<file path="src/rtl/wb_req_arbiter.sv">
// -----------------------------------------------------------------------------
// wb_req_arbiter
//
// Shares one wb_master between two CPU-side requesters (port 0: instruction
// fetch, port 1: load/store) with round-robin arbitration. One request is
// latched at a time and launched to the master as a one-cycle start pulse.
// The master's done (plus read data) is returned to the granted requester as a
// one-cycle done pulse.
//
// Ports
//   clk_i, rst_ni            clock (rising edge), synchronous active-low reset
//   pN_req_i                 request, held with stable fields until pN_done_o
//   pN_we_i                  1 = write, 0 = read
//   pN_sel_i / addr / data   byte select, address, write data
//   pN_done_o                one-cycle completion pulse
//   pN_data_o                read data (0 for writes), valid with pN_done_o
//   m_start_rd_o/_wr_o       one-cycle start pulses to the wb_master
//   m_sel_o/addr_o/data_o    request fields to the master (0 when idle)
//   m_done_i, m_data_i       master completion pulse and read data
//   busy_o                   a transaction is in flight
//   grant_o                  port being served, meaningful while busy_o = 1
//
// Handshake: a requester raises pN_req_i with stable fields and keeps them
// until it sees pN_done_o for one cycle. The arbiter samples req only in IDLE,
// so a req still high in the done cycle is not seen; a req high in the IDLE
// cycle that follows is a new request. Toward the master, exactly one start
// pulse is issued per transaction and exactly one m_done_i pulse (taken in
// WAIT only) ends it.
//
// Every output is a flop. The output logic computes each output's value for
// the coming cycle from the next state, so a request sampled in IDLE in cycle
// N shows its start pulse in cycle N+1, and m_done_i in cycle D gives done_o
// in cycle D+1.
// -----------------------------------------------------------------------------
module wb_req_arbiter #(
    parameter int ADDR_WIDTH = 32,
    parameter int DATA_WIDTH = 32
) (
    input  logic                    clk_i,
    input  logic                    rst_ni,

    // port 0: instruction fetch
    input  logic                    p0_req_i,
    input  logic                    p0_we_i,
    input  logic [DATA_WIDTH/8-1:0] p0_sel_i,
    input  logic [ADDR_WIDTH-1:0]   p0_addr_i,
    input  logic [DATA_WIDTH-1:0]   p0_data_i,
    output logic                    p0_done_o,
    output logic [DATA_WIDTH-1:0]   p0_data_o,

    // port 1: load/store
    input  logic                    p1_req_i,
    input  logic                    p1_we_i,
    input  logic [DATA_WIDTH/8-1:0] p1_sel_i,
    input  logic [ADDR_WIDTH-1:0]   p1_addr_i,
    input  logic [DATA_WIDTH-1:0]   p1_data_i,
    output logic                    p1_done_o,
    output logic [DATA_WIDTH-1:0]   p1_data_o,

    // wb_master command side
    output logic                    m_start_rd_o,
    output logic                    m_start_wr_o,
    output logic [DATA_WIDTH/8-1:0] m_sel_o,
    output logic [ADDR_WIDTH-1:0]   m_addr_o,
    output logic [DATA_WIDTH-1:0]   m_data_o,
    input  logic                    m_done_i,
    input  logic [DATA_WIDTH-1:0]   m_data_i,

    // status
    output logic                    busy_o,
    output logic                    grant_o
);

    localparam int SEL_WIDTH = DATA_WIDTH / 8;

    typedef enum logic [1:0] {
        ST_IDLE  = 2'd0,
        ST_ISSUE = 2'd1,
        ST_WAIT  = 2'd2,
        ST_RESP  = 2'd3
    } state_e;

    state_e state_q, state_d;

    // last_grant doubles as "port currently served" once a grant is made.
    logic                  last_grant_q, last_grant_d;
    logic                  req_we_q,     req_we_d;
    logic [SEL_WIDTH-1:0]  req_sel_q,    req_sel_d;
    logic [ADDR_WIDTH-1:0] req_addr_q,   req_addr_d;
    logic [DATA_WIDTH-1:0] req_data_q,   req_data_d;

    // Next values of the registered outputs.
    logic                  busy_d;
    logic                  grant_d;
    logic                  m_start_rd_d;
    logic                  m_start_wr_d;
    logic [SEL_WIDTH-1:0]  m_sel_d;
    logic [ADDR_WIDTH-1:0] m_addr_d;
    logic [DATA_WIDTH-1:0] m_data_d;
    logic                  p0_done_d;
    logic [DATA_WIDTH-1:0] p0_data_d;
    logic                  p1_done_d;
    logic [DATA_WIDTH-1:0] p1_data_d;

    logic                  any_req;
    logic                  win_port;
    logic                  bus_active;
    logic [DATA_WIDTH-1:0] resp_data;

    // -------------------------------------------------------------------------
    // Arbitration: a lone requester wins; on contention the port that was not
    // served last wins.
    // -------------------------------------------------------------------------
    assign any_req = p0_req_i | p1_req_i;

    always_comb begin
        win_port = p1_req_i;
        if (p0_req_i && p1_req_i) begin
            win_port = ~last_grant_q;
        end
    end

    // -------------------------------------------------------------------------
    // FSM: state register
    // -------------------------------------------------------------------------
    always_ff @(posedge clk_i) begin
        if (!rst_ni) begin
            state_q <= ST_IDLE;
        end else begin
            state_q <= state_d;
        end
    end

    // -------------------------------------------------------------------------
    // FSM: next-state logic
    // -------------------------------------------------------------------------
    always_comb begin
        state_d = state_q;
        unique case (state_q)
            ST_IDLE: begin
                if (any_req) begin
                    state_d = ST_ISSUE;
                end
            end
            ST_ISSUE: begin
                state_d = ST_WAIT;
            end
            ST_WAIT: begin
                // m_done_i is only meaningful here; elsewhere it is ignored.
                if (m_done_i) begin
                    state_d = ST_RESP;
                end
            end
            ST_RESP: begin
                // One cooldown cycle so a req still held during done is not
                // re-served.
                state_d = ST_IDLE;
            end
            default: begin
                state_d = ST_IDLE;
            end
        endcase
    end

    // -------------------------------------------------------------------------
    // Request latch: fields of the winner are captured at grant and held for
    // the whole transaction, so later changes on the requester side are
    // ignored.
    // -------------------------------------------------------------------------
    always_comb begin
        last_grant_d = last_grant_q;
        req_we_d     = req_we_q;
        req_sel_d    = req_sel_q;
        req_addr_d   = req_addr_q;
        req_data_d   = req_data_q;
        if (state_q == ST_IDLE && any_req) begin
            last_grant_d = win_port;
            if (win_port) begin
                req_we_d   = p1_we_i;
                req_sel_d  = p1_sel_i;
                req_addr_d = p1_addr_i;
                req_data_d = p1_data_i;
            end else begin
                req_we_d   = p0_we_i;
                req_sel_d  = p0_sel_i;
                req_addr_d = p0_addr_i;
                req_data_d = p0_data_i;
            end
        end
    end

    always_ff @(posedge clk_i) begin
        if (!rst_ni) begin
            last_grant_q <= 1'b1;  // port 0 wins the first contention
            req_we_q     <= 1'b0;
            req_sel_q    <= '0;
            req_addr_q   <= '0;
            req_data_q   <= '0;
        end else begin
            last_grant_q <= last_grant_d;
            req_we_q     <= req_we_d;
            req_sel_q    <= req_sel_d;
            req_addr_q   <= req_addr_d;
            req_data_q   <= req_data_d;
        end
    end

    // -------------------------------------------------------------------------
    // FSM: output logic (values for the next cycle, registered below)
    // -------------------------------------------------------------------------
    assign bus_active = (state_d == ST_ISSUE) || (state_d == ST_WAIT);

    // Entering RESP only happens from WAIT with m_done_i high, so m_data_i is
    // valid whenever this is used. Writes return zero.
    assign resp_data = req_we_q ? '0 : m_data_i;

    always_comb begin
        busy_d       = (state_d != ST_IDLE);
        grant_d      = busy_d ? last_grant_d : 1'b0;

        m_start_rd_d = (state_d == ST_ISSUE) && !req_we_d;
        m_start_wr_d = (state_d == ST_ISSUE) &&  req_we_d;
        m_sel_d      = bus_active ? req_sel_d  : '0;
        m_addr_d     = bus_active ? req_addr_d : '0;
        m_data_d     = bus_active ? req_data_d : '0;

        p0_done_d    = 1'b0;
        p0_data_d    = '0;
        p1_done_d    = 1'b0;
        p1_data_d    = '0;
        if (state_d == ST_RESP) begin
            if (last_grant_q) begin
                p1_done_d = 1'b1;
                p1_data_d = resp_data;
            end else begin
                p0_done_d = 1'b1;
                p0_data_d = resp_data;
            end
        end
    end

    always_ff @(posedge clk_i) begin
        if (!rst_ni) begin
            busy_o       <= 1'b0;
            grant_o      <= 1'b0;
            m_start_rd_o <= 1'b0;
            m_start_wr_o <= 1'b0;
            m_sel_o      <= '0;
            m_addr_o     <= '0;
            m_data_o     <= '0;
            p0_done_o    <= 1'b0;
            p0_data_o    <= '0;
            p1_done_o    <= 1'b0;
            p1_data_o    <= '0;
        end else begin
            busy_o       <= busy_d;
            grant_o      <= grant_d;
            m_start_rd_o <= m_start_rd_d;
            m_start_wr_o <= m_start_wr_d;
            m_sel_o      <= m_sel_d;
            m_addr_o     <= m_addr_d;
            m_data_o     <= m_data_d;
            p0_done_o    <= p0_done_d;
            p0_data_o    <= p0_data_d;
            p1_done_o    <= p1_done_d;
            p1_data_o    <= p1_data_d;
        end
    end

endmodule

</file>
<file path="config.mk">
export PLATFORM = sky130hd
export DESIGN_NAME = wb_req_arbiter
export DESIGN_NICKNAME = d
export VERILOG_FILES = /design/src/rtl/wb_req_arbiter.sv
export SDC_FILE = /design/constraint.sdc
export NUM_CORES = 1
export LEC_CHECK = 0
export CORE_ASPECT_RATIO = 1.4
export CORE_MARGIN = 5
export CORE_UTILIZATION = 45
export DETAILED_ROUTE_END_ITERATION = 16
export PLACE_DENSITY = 0.92
export SLEW_MARGIN = 20
export SYNTH_ARGS = -nofsm -noshare
export SYNTH_HDL_FRONTEND = slang
export SYNTH_SLANG_ARGS = --single-unit
export TNS_END_PERCENT = 10
</file>
<file path="constraint.sdc">
create_clock -name clk_i -period 4.5 [get_ports clk_i]
set_input_delay 0.675 -clock clk_i [delete_from_list [all_inputs] [get_ports clk_i]]
set_output_delay 0.675 -clock clk_i [all_outputs]
set_load 0.02 [all_outputs]
</file>
==> results of run 1 <==
-- power groups by stage --
stage	sequential [uW]	combinational, uW	clock [uW]
detailed placement	2570	2680	0
floorplan	2760	1480	0
finish	2540	2720	1490
global route	2580	2980	1590
global placement	2540	2570	0
CTS	2530	2690	1510
-- path summary, 6_finish.rpt --
kind | start | end | cells past startpoint
max | state_q[0] | m_addr_o[15] | 10
min | req_addr_q[29] | m_addr_o[29] | 2
max reg2reg | state_q[0] | m_addr_o[15] | 10
min reg2reg | req_addr_q[29] | m_addr_o[29] | 2
-- cell usage in the layout (no fill, tap or decap), types with 8 or more instances in the layout --
cell type / count
clkdlybuf4s50_1: 311
dfxtp_1: 210
a21oi_1: 138
o21ai_0: 132
nor2_1: 67
o32ai_1: 58
nand2b_1: 34
clkbuf_16: 19
o32ai_2: 10
buf_4: 8
-- final cells by class --
| type | instances | area (sq um) | share of cell area, % |
|---|---|---|---|
| Sequential cell | 210 | 4200 | 38.2 |
| Timing Repair Buffer | 323 | 3250 | 29.5 |
| Multi-Input combinational cell | 466 | 2710 | 24.7 |
| Clock buffer | 27 | 536 | 4.86 |
| Tap cell | 199 | 249 | 2.26 |
| Clock inverter | 5 | 30.0 | 0.273 |
| Inverter | 8 | 30.0 | 0.273 |
-- Yosys cell counts --
| master | number |
|---|---|
| dfxtp_1 | 210 |
| nor3_1 | 1 |
| and3b_1 | 1 |
| o21ai_0 | 132 |
| and3_1 | 1 |
| nand2b_1 | 34 |
| nor2b_1 | 1 |
| buf_2 | 12 |
| o21ai_1 | 5 |
| a21oi_1 | 138 |
| o32ai_1 | 58 |
| and2_1 | 3 |
| a21bo_1 | 1 |
| a221o_1 | 1 |
| buf_4 | 2 |
| clkbuf_1 | 53 |
| nor2_1 | 67 |
| inv_2 | 1 |
| a31o_2 | 1 |
| ha_1 | 5 |
| nand3b_1 | 1 |
| a31oi_1 | 1 |
| nand2_1 | 3 |
| nand3_1 | 1 |
| o21a_1 | 1 |
| clkbuf_2 | 2 |
| inv_1 | 7 |
| buf_8 | 1 |
| o32ai_2 | 10 |
| buf_6 | 8 |
-- flip-flops by register name, indices dropped and copies added (netlist names) --
signal	cells
busy_o	1
req_we_q	1
m_start_wr_o	1
state_q	2
m_sel_o	4
p1_done_o	1
m_addr_o	32
req_addr_q	32
p0_done_o	1
last_grant_q	1
req_sel_q	4
p1_data_o	32
grant_o	1
p0_data_o	32
req_data_q	32
m_data_o	32
m_start_rd_o	1
-- critical path: cells and delay by family, from the launching register on --
kind            cells  cell delay [ns]
fa+ha+maj           2             0.93
flops               1             0.30
compound gates      4             1.02
simple gates        1             0.50
buf+inv             3             0.48
-- metrics by stage --
stage	instance area (sq um)	total power (uW)	util (%)	hold WS, ns
floorplan	7310	4250	-	0.486
global placement	10400	5120	64.6	0.498
detailed placement	10400	5250	64.6	0.505
CTS	11000	6740	68.1	0.522
global route	11000	7150	68.4	0.552
finish	11000	6750	68.4	0.528
-- cells by family after synthesis --
family | after synthesis | share of synthesized area [%]
buf+inv | 86 | 5.74
simple gates | 113 | 7.29
flops | 210 | 57.5
fa+ha+maj | 5 | 0.856
compound gates | 348 | 28.6
-- routing by layer --
| layer | wire, um | track usage, % | vias up |
|---|---|---|---|
| met2 | 12300 | 41.7 | 289 |
| met5 | 0 | 0 | - |
| li1 | - | - | 3252 |
| met4 | 782 | 9.18 | 0 |
| met1 | 8380 | 24.1 | 3321 |
| met3 | 1580 | 4.93 | 55 |
==> metrics, run 1 <==
total wire length=23.0 mm; final hold vios=0; fmax=301 MHz; final-report setup violation count=0; clock power share=22.0%; Seq/Total Area, Yosys=57.5%; width of the die=118 um; Overflow after GRT=0; max_cap viols=0; clk buf depth=3; CTS tree=yes; CP startpoint kind=flip-flop; Worst slew margin=29.4%; DR DRC count=0; placed cells=1204; cell internal pwr=4230 uW; FF-to-FF setup slack=1.18 ns; Area Growth Syn to Fin=50.6%; min cycle time layout=3.32 ns; first-pass GRT wire length=35.2 mm; max incr delay on CP=around 0.65 ns; RSZ-0062 raised after global routing=false; NetSw=2510 uW; Clock Skew=0.0123 ns; # fillers=1153; share of the synthesized area in the top cell type=57.5%; Routed wire per std cell=18.6 um; Pleak=0.00405 uW; drt initial violations=between 500 and 600; worst-case vdd ir drop=0.391 mV; post-synth top area cell=dfxtp_1; Critical Path End Type=flip-flop; synthesized area per cell=9.59 sq um; Die ar.=18900 sq um; gr usage total=between 20% and 30%; share of cells above drive strength 1=5.39%; Sink Count=210; I/O pin count=313; crit path DAT=3.72 ns; Post-Layout Cell Count=1238; drt first pass iters=6; pre-CTS WS=about 1.1 ns; CP max stage cell=ha_4; clock latency on the worst-skew pair=0.48 ns; YS warnings=0; worst hold path type=flip-flop to flip-flop; CP max FO=70; vias=6917; largest net degree at the start of global routing=about 140; cts hold-fix bufs=0; cell row count=55; Nets=around 1200; initial antenna violation count=0; combinational share of power=~40%; setup ws final=1.18 ns; cell breakdown of the critical path=inv_1, ha_4, o21ai_0, a31oi_1, inv_1, ha_1, and2_2, buf_12, o21ai_0, a21oi_1; CP required=between 4 and 5 ns; Post-CTS Setup Inserts=0; Net Sw Frac=37.3%; number of buffers added on ports=312; core area=roughly 16000 sq um; Post-Syn Nets=between 900 and 1000; largest cells by area after synthesis=dfxtp_1 58%, a21oi_1 9.5%, o21ai_0 9.0%; Post-Syn Area=7310 sq um; clk slew on worst S/H paths=about 0.07 ns; GP Congestion=~0.81; critical path class=flip-flop to flip-flop; Initial Utilization=45.4%; Seq cells post-synth=210; pwr dens=613 nW/um^2; total CTS buffers=19; Die Y=~160 um; htree depth=1; Post-Syn Instances=762; vias per cell=5.59; clk root buf=clkbuf_16; post-CTS resize count=0; vias in the first global route=6929; Seq pwr share=37.6%; synth unique cells=30; final HPWL from detailed placement=about 16 mm; post-route setup TNS=0 ns; Worst Max-Slew Pin Slew=1.06 ns; Tcrit/Tclk final=about three quarters; Pins Over Slew Limit=0; run status=completed; Final ANT Viol Nets=0; antenna cells=0
Power figures use the tool's default switching activity.
==> run 2: changes to the inputs <==
--- a/config.mk
+++ b/config.mk
@@ -7,9 +7,9 @@
 export LEC_CHECK = 0
 export CORE_ASPECT_RATIO = 1.4
 export CORE_MARGIN = 5
-export CORE_UTILIZATION = 45
+export CORE_UTILIZATION = 38
 export DETAILED_ROUTE_END_ITERATION = 16
-export PLACE_DENSITY = 0.92
+export PLACE_DENSITY = 0.84
 export SLEW_MARGIN = 20
 export SYNTH_ARGS = -nofsm -noshare
 export SYNTH_HDL_FRONTEND = slang
==> constraint.sdc (replaced) <==
create_clock -name clk_i -period 2.8 [get_ports clk_i]
set_input_delay 0.42 -clock clk_i [delete_from_list [all_inputs] [get_ports clk_i]]
set_output_delay 0.42 -clock clk_i [all_outputs]
set_load 0.02 [all_outputs]
==> metrics, run 2 (synthesis gave the netlist of run 1 again) <==
run status=completed; GP Congestion=between 0.7 and 0.8; Nets=1215; htree depth=1; largest net degree at the start of global routing=86; final HPWL from detailed placement=approximately 16 mm; placed cell areas=10600 sq um; FF-to-FF setup slack=0.58 ns; gr usage total=19.4%; Worst Max-Slew Pin Slew=0.954 ns; vias in the first global route=6721; DR DRC count=0; CP max stage cell=clkinv_2; Final ANT Viol Nets=0; total wire length=22.7 mm; CTS tree=yes; Sink Count=210; clk root buf=clkbuf_16; max incr delay on CP=~0.7 ns; I/O pin count=313; share of cells above drive strength 1=under 10%; Worst slew margin=36.4%; cell breakdown of the critical path=clkdlybuf4s50_1, buf_4, clkinv_2, buf_4, o32ai_1, a21oi_1; pre-CTS WS=0.278 ns; crit path launch=p0_req_i; Post-CTS Setup Inserts=0; Area Growth Syn to Fin=53.6%; initial antenna violation count=0; number of buffers added on ports=312; core area=about 19000 sq um; Initial Utilization=38.3%; max_cap viols=0; cell row count=60; final hold vios=0; Pins Over Slew Limit=0; Die ar.=approximately 22000 sq um; WP depth=6; clk buf depth=3; min cycle time layout=~2.4 ns; width of the die=approximately 130 um; clk slew on worst S/H paths=0.06 ns; most used cell, CP=buf_4; post-CTS resize count=0; total CTS buffers=20; Critical path buffers and inverters=4; Worst Reg-to-Reg Cells=5; post-route setup TNS=0 ns; most frequent cells in the layout=311 x clkdlybuf4s50_1, 210 x dfxtp_1, 138 x a21oi_1, 132 x o21ai_0, 67 x nor2_1; vias per cell=~5.2; fmax=just over 400 MHz; drt initial violations=447; setup ws final=0.370 ns; drt first pass iters=5; worst-case vdd ir drop=about 0.56 mV; first-pass GRT wire length=between 30 and 40 mm; crit path DAT=approximately 2.8 ns; cell family with most CP delay=buffers and inverters; most common cell after layout, fill and taps aside=clkdlybuf4s50_1; placed cells=approximately 1300; CP required=~3.1 ns; Post-Layout Cell Count=1294; Routed wire per std cell=17.5 um; RSZ-0062 raised after global routing=false; Overflow after GRT=0; fin area=between 10000 and 15000 sq um; Tcrit/Tclk final=86.8%; reg-to-reg critical path endpoint=req_addr_q[5]; critical path class=input port to flip-flop; reg-to-reg startpoint=state_q[0]; vias=~6800; CP max FO=61; final-report setup violation count=0; pwr dens=989 nW/um^2; Pleak=just over 0.004 uW; worst hold slack=0.441 ns; Clock Skew=0.0135 ns; Die Y=174 um; worst hold path type=input port to flip-flop; clock latency on the worst-skew pair=0.49 ns; cts hold-fix bufs=0; CP endpoint=req_data_q[30]; antenna cells=0; CP startpoint kind=input port; Critical Path End Type=flip-flop
-- run 2: cell count changes in the layout (fill, tap and decap cells not counted) --
| cell | delta |
|---|---|
| buf_12 | +4 |
| clkbuf_1 | -4 |
| buf_4 | +3 |
| clkbuf_8 | +3 |
| clkbuf_16 | +2 |
| buf_16 | -1 |
| clkinv_2 | +1 |
| clkinvlp_4 | -1 |
| inv_2 | -1 |
| inv_8 | +1 |
-- run 2: routing by layer --
metal / GRT usage, % / up-vias / share of wire (%)
li1: - / 3272 / -
met1: 22.6 / 3157 / 39
met2: 35.0 / 283 / 51
met3: 3.44 / 54 / 6.5
met4: 7.65 / 0 / 3.9
met5: 0 / - / 0
-- run 2: area by class of cell --
class	instances	area [sq um]
multi-input combinational	466	2710
sequential	210	4200
fill	1605	7840
clock inverter	5	33.8
timing repair buffer	329	3320
tap	248	310
inverter	8	31.3
clock buffer	28	612
-- run 2: worst min-delay path by stage --
| stage | startpoint | endpoint | slack, ns | cells past startpoint |
|---|---|---|---|---|
| after floorplan | req_sel_q[2] | m_sel_o[2] | 0.49 | 2 |
| after global placement | req_addr_q[27] | m_addr_o[27] | 0.50 | 2 |
| after detailed placement | req_addr_q[29] | m_addr_o[29] | 0.51 | 2 |
| after CTS | rst_ni | req_data_q[1] | 0.44 | 3 |
| after global routing | rst_ni | req_data_q[7] | 0.48 | 3 |
| final | rst_ni | req_data_q[1] | 0.44 | 3 |
-- run 2: where the power goes --
group,switching [uW],leakage [uW],internal (uW)
clock,1100,0.000321,1520
combinational,2660,0.00209,1750
sequential,302,0.00172,3770
-- run 2: metrics by stage --
stage,power (uW),utilization [%]
final,11100,58.9
after global routing,11900,58.9
after CTS,11200,58.9
after detailed placement,8550,55.5
after global placement,8380,55.5
after floorplan,6830,-
-- run 2: worst min-delay path: stages --
cell and delay [ns]:
buf_2 0.26, o21ai_0 0.14, a21oi_1 0.05
